**src/rtl/tournament_bpu_if.sv**
```systemverilog
// Fetch/resolve bus between the core and the tournament branch predictor.
interface tournament_bpu_if #(
    parameter int CNT_W = 32
);
    logic [31:0]      pcF;
    logic             stall;
    logic             flushD;
    logic             branchM;
    logic             pcsrcM;
    logic             pmis;
    logic             pcsrcPF;
    logic             flushE;
    logic [CNT_W-1:0] br_cnt;
    logic [CNT_W-1:0] mis_cnt;

    modport master (
        output pcF, stall, flushD, branchM, pcsrcM, pmis,
        input  pcsrcPF, flushE, br_cnt, mis_cnt
    );

    modport slave (
        input  pcF, stall, flushD, branchM, pcsrcM, pmis,
        output pcsrcPF, flushE, br_cnt, mis_cnt
    );
endinterface

```
**src/rtl/tournament_bpu.sv**
```systemverilog
// Tournament direction predictor: local (per-PC BHR) and global (GHR) 2-bit PHTs with a chooser,
// trained at M with the indices captured at fetch and carried down the pipe.
module tournament_bpu #(
    parameter int PHT_DEPTH = 7,
    parameter int BHT_DEPTH = 3,
    parameter int GHR_WIDTH = 4,
    parameter int HASH_MODE = 0,
    parameter int CNT_W     = 32
) (
    input logic              clk,
    input logic              rst,
    tournament_bpu_if.slave  bus
);
    localparam int PHT_N = 1 << PHT_DEPTH;
    localparam int BHT_N = 1 << BHT_DEPTH;
    localparam int BHR_W = PHT_DEPTH - BHT_DEPTH;

    typedef struct packed {
        logic                 pl;
        logic                 pg;
        logic [PHT_DEPTH-1:0] lidx;
        logic [PHT_DEPTH-1:0] gidx;
        logic [BHT_DEPTH-1:0] bidx;
    } stage_t;

    logic [1:0]           lpht_q [PHT_N];
    logic [1:0]           gpht_q [PHT_N];
    logic [1:0]           cho_q  [PHT_N];
    logic [BHR_W-1:0]     bht_q  [BHT_N];
    logic [GHR_WIDTH-1:0] ghr_q, ghr_d;
    stage_t               f_ent, fd_q, fd_d, de_q, de_d, em_q, em_d;
    logic [CNT_W-1:0]     br_cnt_q, br_cnt_d, mis_cnt_q, mis_cnt_d;

    logic [BHT_DEPTH-1:0] bidx_f;
    logic [PHT_DEPTH-1:0] lidx_f, gidx_f;
    logic                 pl_f, pg_f;
    logic                 upd, t;
    logic [1:0]           lpht_nxt, gpht_nxt, cho_nxt;
    logic [BHR_W-1:0]     bht_nxt;
    logic                 unused_pc;

    function automatic logic [1:0] sat2(input logic [1:0] c, input logic up);
        if (up) return (c == 2'b11) ? c : c + 2'd1;
        else    return (c == 2'b00) ? c : c - 2'd1;
    endfunction

    // Only a slice of the PC feeds the tables; fold the rest so it is visibly consumed.
    assign unused_pc = ^bus.pcF;

    assign bidx_f = bus.pcF[BHT_DEPTH+1:2];
    assign lidx_f = {bidx_f, bht_q[bidx_f]};

    generate
        if (HASH_MODE == 1) begin : g_gshare
            assign gidx_f = bus.pcF[PHT_DEPTH+1:2] ^ PHT_DEPTH'(ghr_q);
        end else if (GHR_WIDTH == PHT_DEPTH) begin : g_ghr_only
            assign gidx_f = ghr_q;
        end else begin : g_concat
            assign gidx_f = {bus.pcF[PHT_DEPTH-GHR_WIDTH+1:2], ghr_q};
        end
    endgenerate

    assign pl_f        = lpht_q[lidx_f][1];
    assign pg_f        = gpht_q[gidx_f][1];
    assign bus.pcsrcPF = cho_q[gidx_f][1] ? pl_f : pg_f;
    assign bus.flushE  = bus.pmis;
    assign bus.br_cnt  = br_cnt_q;
    assign bus.mis_cnt = mis_cnt_q;

    assign f_ent = '{pl: pl_f, pg: pg_f, lidx: lidx_f, gidx: gidx_f, bidx: bidx_f};

    // Flush beats stall on each stage register; E/M only ever holds or loads.
    assign fd_d = bus.flushD ? stage_t'('0) : (bus.stall ? fd_q : f_ent);
    assign de_d = bus.pmis   ? stage_t'('0) : (bus.stall ? de_q : fd_q);
    assign em_d = bus.stall  ? em_q : de_q;

    assign upd = bus.branchM & ~bus.stall;
    assign t   = bus.pcsrcM;

    assign lpht_nxt = sat2(lpht_q[em_q.lidx], t);
    assign gpht_nxt = sat2(gpht_q[em_q.gidx], t);
    assign bht_nxt  = BHR_W'({bht_q[em_q.bidx], t});
    assign ghr_d    = upd ? GHR_WIDTH'({ghr_q, t}) : ghr_q;

    always_comb begin
        cho_nxt = cho_q[em_q.gidx];
        if ((em_q.pg != t) && (em_q.pl == t))
            cho_nxt = sat2(cho_q[em_q.gidx], 1'b1);
        else if ((em_q.pl != t) && (em_q.pg == t))
            cho_nxt = sat2(cho_q[em_q.gidx], 1'b0);
    end

    always_comb begin
        br_cnt_d  = br_cnt_q;
        mis_cnt_d = mis_cnt_q;
        if (upd && (br_cnt_q != '1))
            br_cnt_d = br_cnt_q + CNT_W'(1);
        if (upd && bus.pmis && (mis_cnt_q != '1))
            mis_cnt_d = mis_cnt_q + CNT_W'(1);
    end

    always_ff @(posedge clk) begin
        if (rst) begin
            for (int i = 0; i < PHT_N; i++) begin
                lpht_q[i] <= 2'b01;
                gpht_q[i] <= 2'b01;
                cho_q[i]  <= 2'b01;
            end
            for (int i = 0; i < BHT_N; i++)
                bht_q[i] <= '0;
            ghr_q     <= '0;
            fd_q      <= '0;
            de_q      <= '0;
            em_q      <= '0;
            br_cnt_q  <= '0;
            mis_cnt_q <= '0;
        end else begin
            fd_q      <= fd_d;
            de_q      <= de_d;
            em_q      <= em_d;
            ghr_q     <= ghr_d;
            br_cnt_q  <= br_cnt_d;
            mis_cnt_q <= mis_cnt_d;
            if (upd) begin
                lpht_q[em_q.lidx] <= lpht_nxt;
                gpht_q[em_q.gidx] <= gpht_nxt;
                cho_q[em_q.gidx]  <= cho_nxt;
                bht_q[em_q.bidx]  <= bht_nxt;
            end
        end
    end
endmodule

```
**src/flat_wrapper.sv**
```systemverilog
// flat-port wrapper written by rule: the top's interface ports become plain ports
module tournament_bpu_flat 
#(
    parameter int PHT_DEPTH = 7,
    parameter int BHT_DEPTH = 3,
    parameter int GHR_WIDTH = 4,
    parameter int HASH_MODE = 0,
    parameter int CNT_W     = 32
)
  (clk, rst, bus_pcF, bus_stall, bus_flushD, bus_branchM, bus_pcsrcM, bus_pmis, bus_pcsrcPF, bus_flushE, bus_br_cnt, bus_mis_cnt);
  tournament_bpu_if #(.CNT_W(CNT_W)) bus_i ();
  input logic clk;
  input logic rst;
  input wire logic [$bits(bus_i.pcF)-1:0] bus_pcF;
  input wire logic [$bits(bus_i.stall)-1:0] bus_stall;
  input wire logic [$bits(bus_i.flushD)-1:0] bus_flushD;
  input wire logic [$bits(bus_i.branchM)-1:0] bus_branchM;
  input wire logic [$bits(bus_i.pcsrcM)-1:0] bus_pcsrcM;
  input wire logic [$bits(bus_i.pmis)-1:0] bus_pmis;
  output wire logic [$bits(bus_i.pcsrcPF)-1:0] bus_pcsrcPF;
  output wire logic [$bits(bus_i.flushE)-1:0] bus_flushE;
  output wire logic [$bits(bus_i.br_cnt)-1:0] bus_br_cnt;
  output wire logic [$bits(bus_i.mis_cnt)-1:0] bus_mis_cnt;
  assign bus_i.pcF = bus_pcF;
  assign bus_i.stall = bus_stall;
  assign bus_i.flushD = bus_flushD;
  assign bus_i.branchM = bus_branchM;
  assign bus_i.pcsrcM = bus_pcsrcM;
  assign bus_i.pmis = bus_pmis;
  assign bus_pcsrcPF = bus_i.pcsrcPF;
  assign bus_flushE = bus_i.flushE;
  assign bus_br_cnt = bus_i.br_cnt;
  assign bus_mis_cnt = bus_i.mis_cnt;
  tournament_bpu #(.PHT_DEPTH(PHT_DEPTH), .BHT_DEPTH(BHT_DEPTH), .GHR_WIDTH(GHR_WIDTH), .HASH_MODE(HASH_MODE), .CNT_W(CNT_W)) u_core (.clk(clk), .rst(rst), .bus(bus_i));
endmodule
```
**config.mk**
```make
export PLATFORM = sky130hd
export DESIGN_NAME = tournament_bpu_flat
export DESIGN_NICKNAME = d
export VERILOG_FILES = /design/src/rtl/tournament_bpu_if.sv /design/src/rtl/tournament_bpu.sv /design/src/flat_wrapper.sv
export SDC_FILE = /design/constraint.sdc
export NUM_CORES = 2
export LEC_CHECK = 0
export BUFFER_PORTS_ARGS = -buffer_cell sky130_fd_sc_hd__buf_2
export CORE_UTILIZATION = 63
export DETAILED_ROUTE_END_ITERATION = 8
export GPL_TIMING_DRIVEN = 0
export HOLD_SLACK_MARGIN = 0.1
export MAX_ROUTING_LAYER = met4
export PLACE_DENSITY_LB_ADDON = 0.1
export SYNTH_ARGS = -nofsm -noshare
export SYNTH_HDL_FRONTEND = slang
export SYNTH_SLANG_ARGS = --single-unit
export TNS_END_PERCENT = 100
```
**constraint.sdc**
```tcl
create_clock -name clk -period 4.75 [get_ports clk]
set_clock_uncertainty 0.2 [all_clocks]
set_input_delay 0.475 -clock clk [delete_from_list [all_inputs] [get_ports clk]]
set_output_delay 0.475 -clock clk [all_outputs]
set_load 0.01 [all_outputs]
```
==> metrics.md <==
| Metric | Value |
|---|---|
| Status | finished, violations left |
| Failing checks | capacitance limit, slew limit, setup timing |
| Gr usage total | 0.506 |
| PD cells | approximately 340 nW/um^2 |
| Final core occ | 0.713 |
| Number of port buffers | ~70 |
| WL/cell | roughly 37 um |
| Vias in the first global route | ~35000 |
| Minimum hold slack | about 0.25 ns |
| Core ar. | 73000 sq um |
| Remaining DRCs | 0 |
| Clk Latency, worst-skew pair | roughly 0.7 ns |
| # H-tree levels | 3 |
| Die Area | around 75000 sq um |
| Mapped Cells | ~3700 |
| P&R area growth vs syn | 12.1% |
| Largest net degree at the start of global routing | 15 |
| Distinct cells, synth | 56 |
| Clk sinks | 918 |
| Max Transition Viols Final | 50 |
| Main combinational cell family by area after synthesis | multiplexers |
| Async set-reset flop share out of synthesis | 0 |
| CTS Buf Count | 95 |
| Final wirelength | around 180000 um |
| Post-synthesis net count | 3704 |
| Yosys reg bits | 918 |
| Crit path capture type | flip-flop |
| Startpoint types | input pin |
| F_max | around 200 MHz |
| Final Setup Violations | 203 |
| Rel. slew slack | -0.0303 |
| Die width | roughly 270 um |
| IO Count | ~110 |
| Worst Setup EP | u_core.gpht_q[76][1] |
| Warnings, synthesis | 0 |
| Initial Util | 0.636 |
| Placed Cells | about 4700 |
| R2r endpoint | u_core.lpht_q[31][1] |
| Final HPWL DP | ~130000 um |
| Crit path required time | around 5.1 ns |
| FP Rows | ~100 |
| Worst-margin pin slew | about 1.5 ns |
| CTS max path bufs | 3 |
| Sequential-to-total area share from yosys stat | 0.569 |
| Cell Area, Synth | between 40000 and 50000 sq um |
| CP Class | in2reg |
| Nets | just under 4000 |
| Setup crit start | bus_stall |
| Top FF cell, synth | edfxtp_1 |
| Compound-Gate Fraction of Synth Area | 0.0330 |
| Post-synth EDFFs | 800 |
| 1st-iter DRT viols | 6847 |
| Clock root buffer | clkbuf_16 |
| RSZ-0062 raised after global routing | yes |
| Number of antenna-violating nets in the routed design | 0 |
| Fin. Hold Viols | 0 |
| Layout cells sized above 1 | 0.220 |
| Initial antenna violation count | 13 |
| Die height | roughly 270 um |
| Syn Area/Cell | approximately 13 sq um |
| Adder-Cell Fraction of Synth Area | 0.000971 |
| Hold WC Path Type | in2reg |
| LEAKAGE | about 16 nW |
| CP Max Fanout | 10 |
| Synthesized-area fraction occupied by and/or/nand/nor cells | 0.159 |
| Minimum clock period | about 5.0 ns |
| Setup WS pre-CTS | -1.79 ns |
| Critical Path AT | about 5.3 ns |
| Crit share post-route | 1.05 |
| Setup TNS | -6.28 ns |
| Xor/xnor share of the synthesized area | 0.00925 |
| IR drop worst, VDD | ~0.00036 V |
| Max-Cap Viols | 5 |
| Vias per inst | 7.47 |
| Reg-to-reg slack, setup | -0.11 ns |
| Final worst slack | -0.216 ns |
| R2R cell count | 9 |
| Fin cells | just under 5000 |
| Clk pin slew, worst setup/hold paths | 0.06 ns |
| CTS tree | done |
| Drt first pass iters | 8 |
| Gr ovfl total | 0 |
| Via Count | around 37000 |
| Mux cell area share after synthesis | 0.196 |
| First-pass GRT wire length | approximately 250000 um |
| Routability cong. | between 1 and 1.5 |
==> layout make-up <==
| cell class | instances | area (sq um) |
|---|---|---|
| repair buffers | 105 | 694 |
| fillers | 5041 | 21000 |
| well taps | 959 | 1200 |
| inverters | 16 | 65.1 |
| flip-flops and latches | 918 | 26400 |
| multi-input cells | 2384 | 18600 |
| plain buffers | 338 | 1940 |
| diodes | 24 | 60.1 |
| clock inverters | 58 | 492 |
| clock buffers | 119 | 2550 |
==> where the power goes <==
group / internal (mW) / switching, mW
logic: 0.415 / 0.860
clock network: 4.16 / 3.38
registers: 8.90 / 0.104
total: 13.5 / 4.34
==> synthesized netlist by cell type (31+ instances only) <==
master	count	area share
buf_2	85	0.0092
edfxtp_1	800	0.52
nor3_1	169	0.018
nand2b_1	106	0.014
o21bai_1	56	0.0091
dfxtp_1	118	0.051
a21o_1	61	0.0099
mux2i_1	115	0.025
xor2_1	31	0.0059
nand2_1	438	0.035
clkbuf_1	206	0.017
nor2_1	537	0.043
nand3_1	192	0.021
mux4_2	343	0.17
or2_2	66	0.0089
==> metrics by stage <==
| stage | power (mW) | cell area, sq um |
|---|---|---|
| floorplan | 9.82 | 46400 |
| global placement | 10.3 | 48000 |
| detailed placement | 10.3 | 48200 |
| CTS | 17.6 | 51700 |
| global route | 18.0 | 52000 |
| finish | 17.8 | 52000 |
==> placed cells by master (no fill, tap or decap), types with 31 or more instances in the layout <==
cell type	Yosys	layout
mux2i_1	115	110
nand2_1	438	438
clkbuf_16	0	98
o21bai_1	56	56
nand2b_1	106	106
clkbuf_1	206	180
nand3_1	192	191
or2_2	66	66
a21o_1	61	61
edfxtp_1	800	800
xor2_1	31	31
nor3_1	169	163
buf_4	20	51
nor2_1	537	535
dfxtp_1	118	111
buf_2	85	129
mux4_2	343	343
==> state kept, by name, summed over array words and instances (netlist names), named ones only <==
| signal | flops |
|---|---|
| u_core.cho_q | 256 |
| u_core.gpht_q | 256 |
| u_core.lpht_q | 256 |
| u_core.bht_q | 32 |
| u_core.bus.br_cnt | 32 |
| u_core.bus.mis_cnt | 32 |
| u_core.de_q | 13 |
| u_core.em_q | 13 |
| u_core.fd_q | 13 |
| u_core.ghr_q | 4 |
==> worst max-delay path, stage by stage <==
cell and delay (ns):
clkbuf_1 0.17, nand2b_1 0.25, nor2_1 0.63, nand2_1 0.24, nor3_1 1.05, clkdlybuf4s15_1 1.21
clkbuf_1 0.90, nand2_1 0.17, nor2_1 0.17
==> layer usage <==
metal / global-route usage / up-vias / wire length, um
li1: - / 14062 / -
met1: 0.625 / 17847 / 58600
met2: 0.667 / 3912 / 74000
met3: 0.247 / 934 / 35900
met4: 0.302 / 0 / 14500
met5: - / - / 0
==> worst min path at each step <==
| stage | slack (ns) | startpoint | cells after the start | to |
|---|---|---|---|---|
| after detailed placement | 0.28 | u_core.fd_q[12] | 2 | u_core.fd_q[12] |
| final | 0.25 | bus_branchM | 5 | u_core.ghr_q[1] |
| after floorplan | 0.26 | u_core.fd_q[13] | 2 | u_core.fd_q[13] |
| after global placement | 0.27 | u_core.fd_q[10] | 2 | u_core.fd_q[10] |
| after global routing | 0.29 | rst | 3 | u_core.de_q[2] |
| after CTS | 0.25 | bus_branchM | 5 | u_core.ghr_q[1] |
==> timing repair <==
item | in CTS | in global routing
gates resized for setup | 197 | 68
hold buffers | 7 | 0
buffers inserted | 1 | 13
setup endpoints to repair | 793 | 627
hold endpoints to repair | 11 | 0
cloned | 1 | 0
pin swaps | 2 | 4
==> cell families (layout without fill, tap and decap cells) <==
family                     Yosys count  count (layout)
AOI/OAI and AO/OA                  218             218
xor gates and xnor gates            49              49
adders and majority gates            4               4
buffers and inverters              361             636
DFF                                918             918
muxes                              476             476
other                                0              24
and+or+nand+nor                   1637            1637
Note: power is estimated with default switching activity, not from simulation.
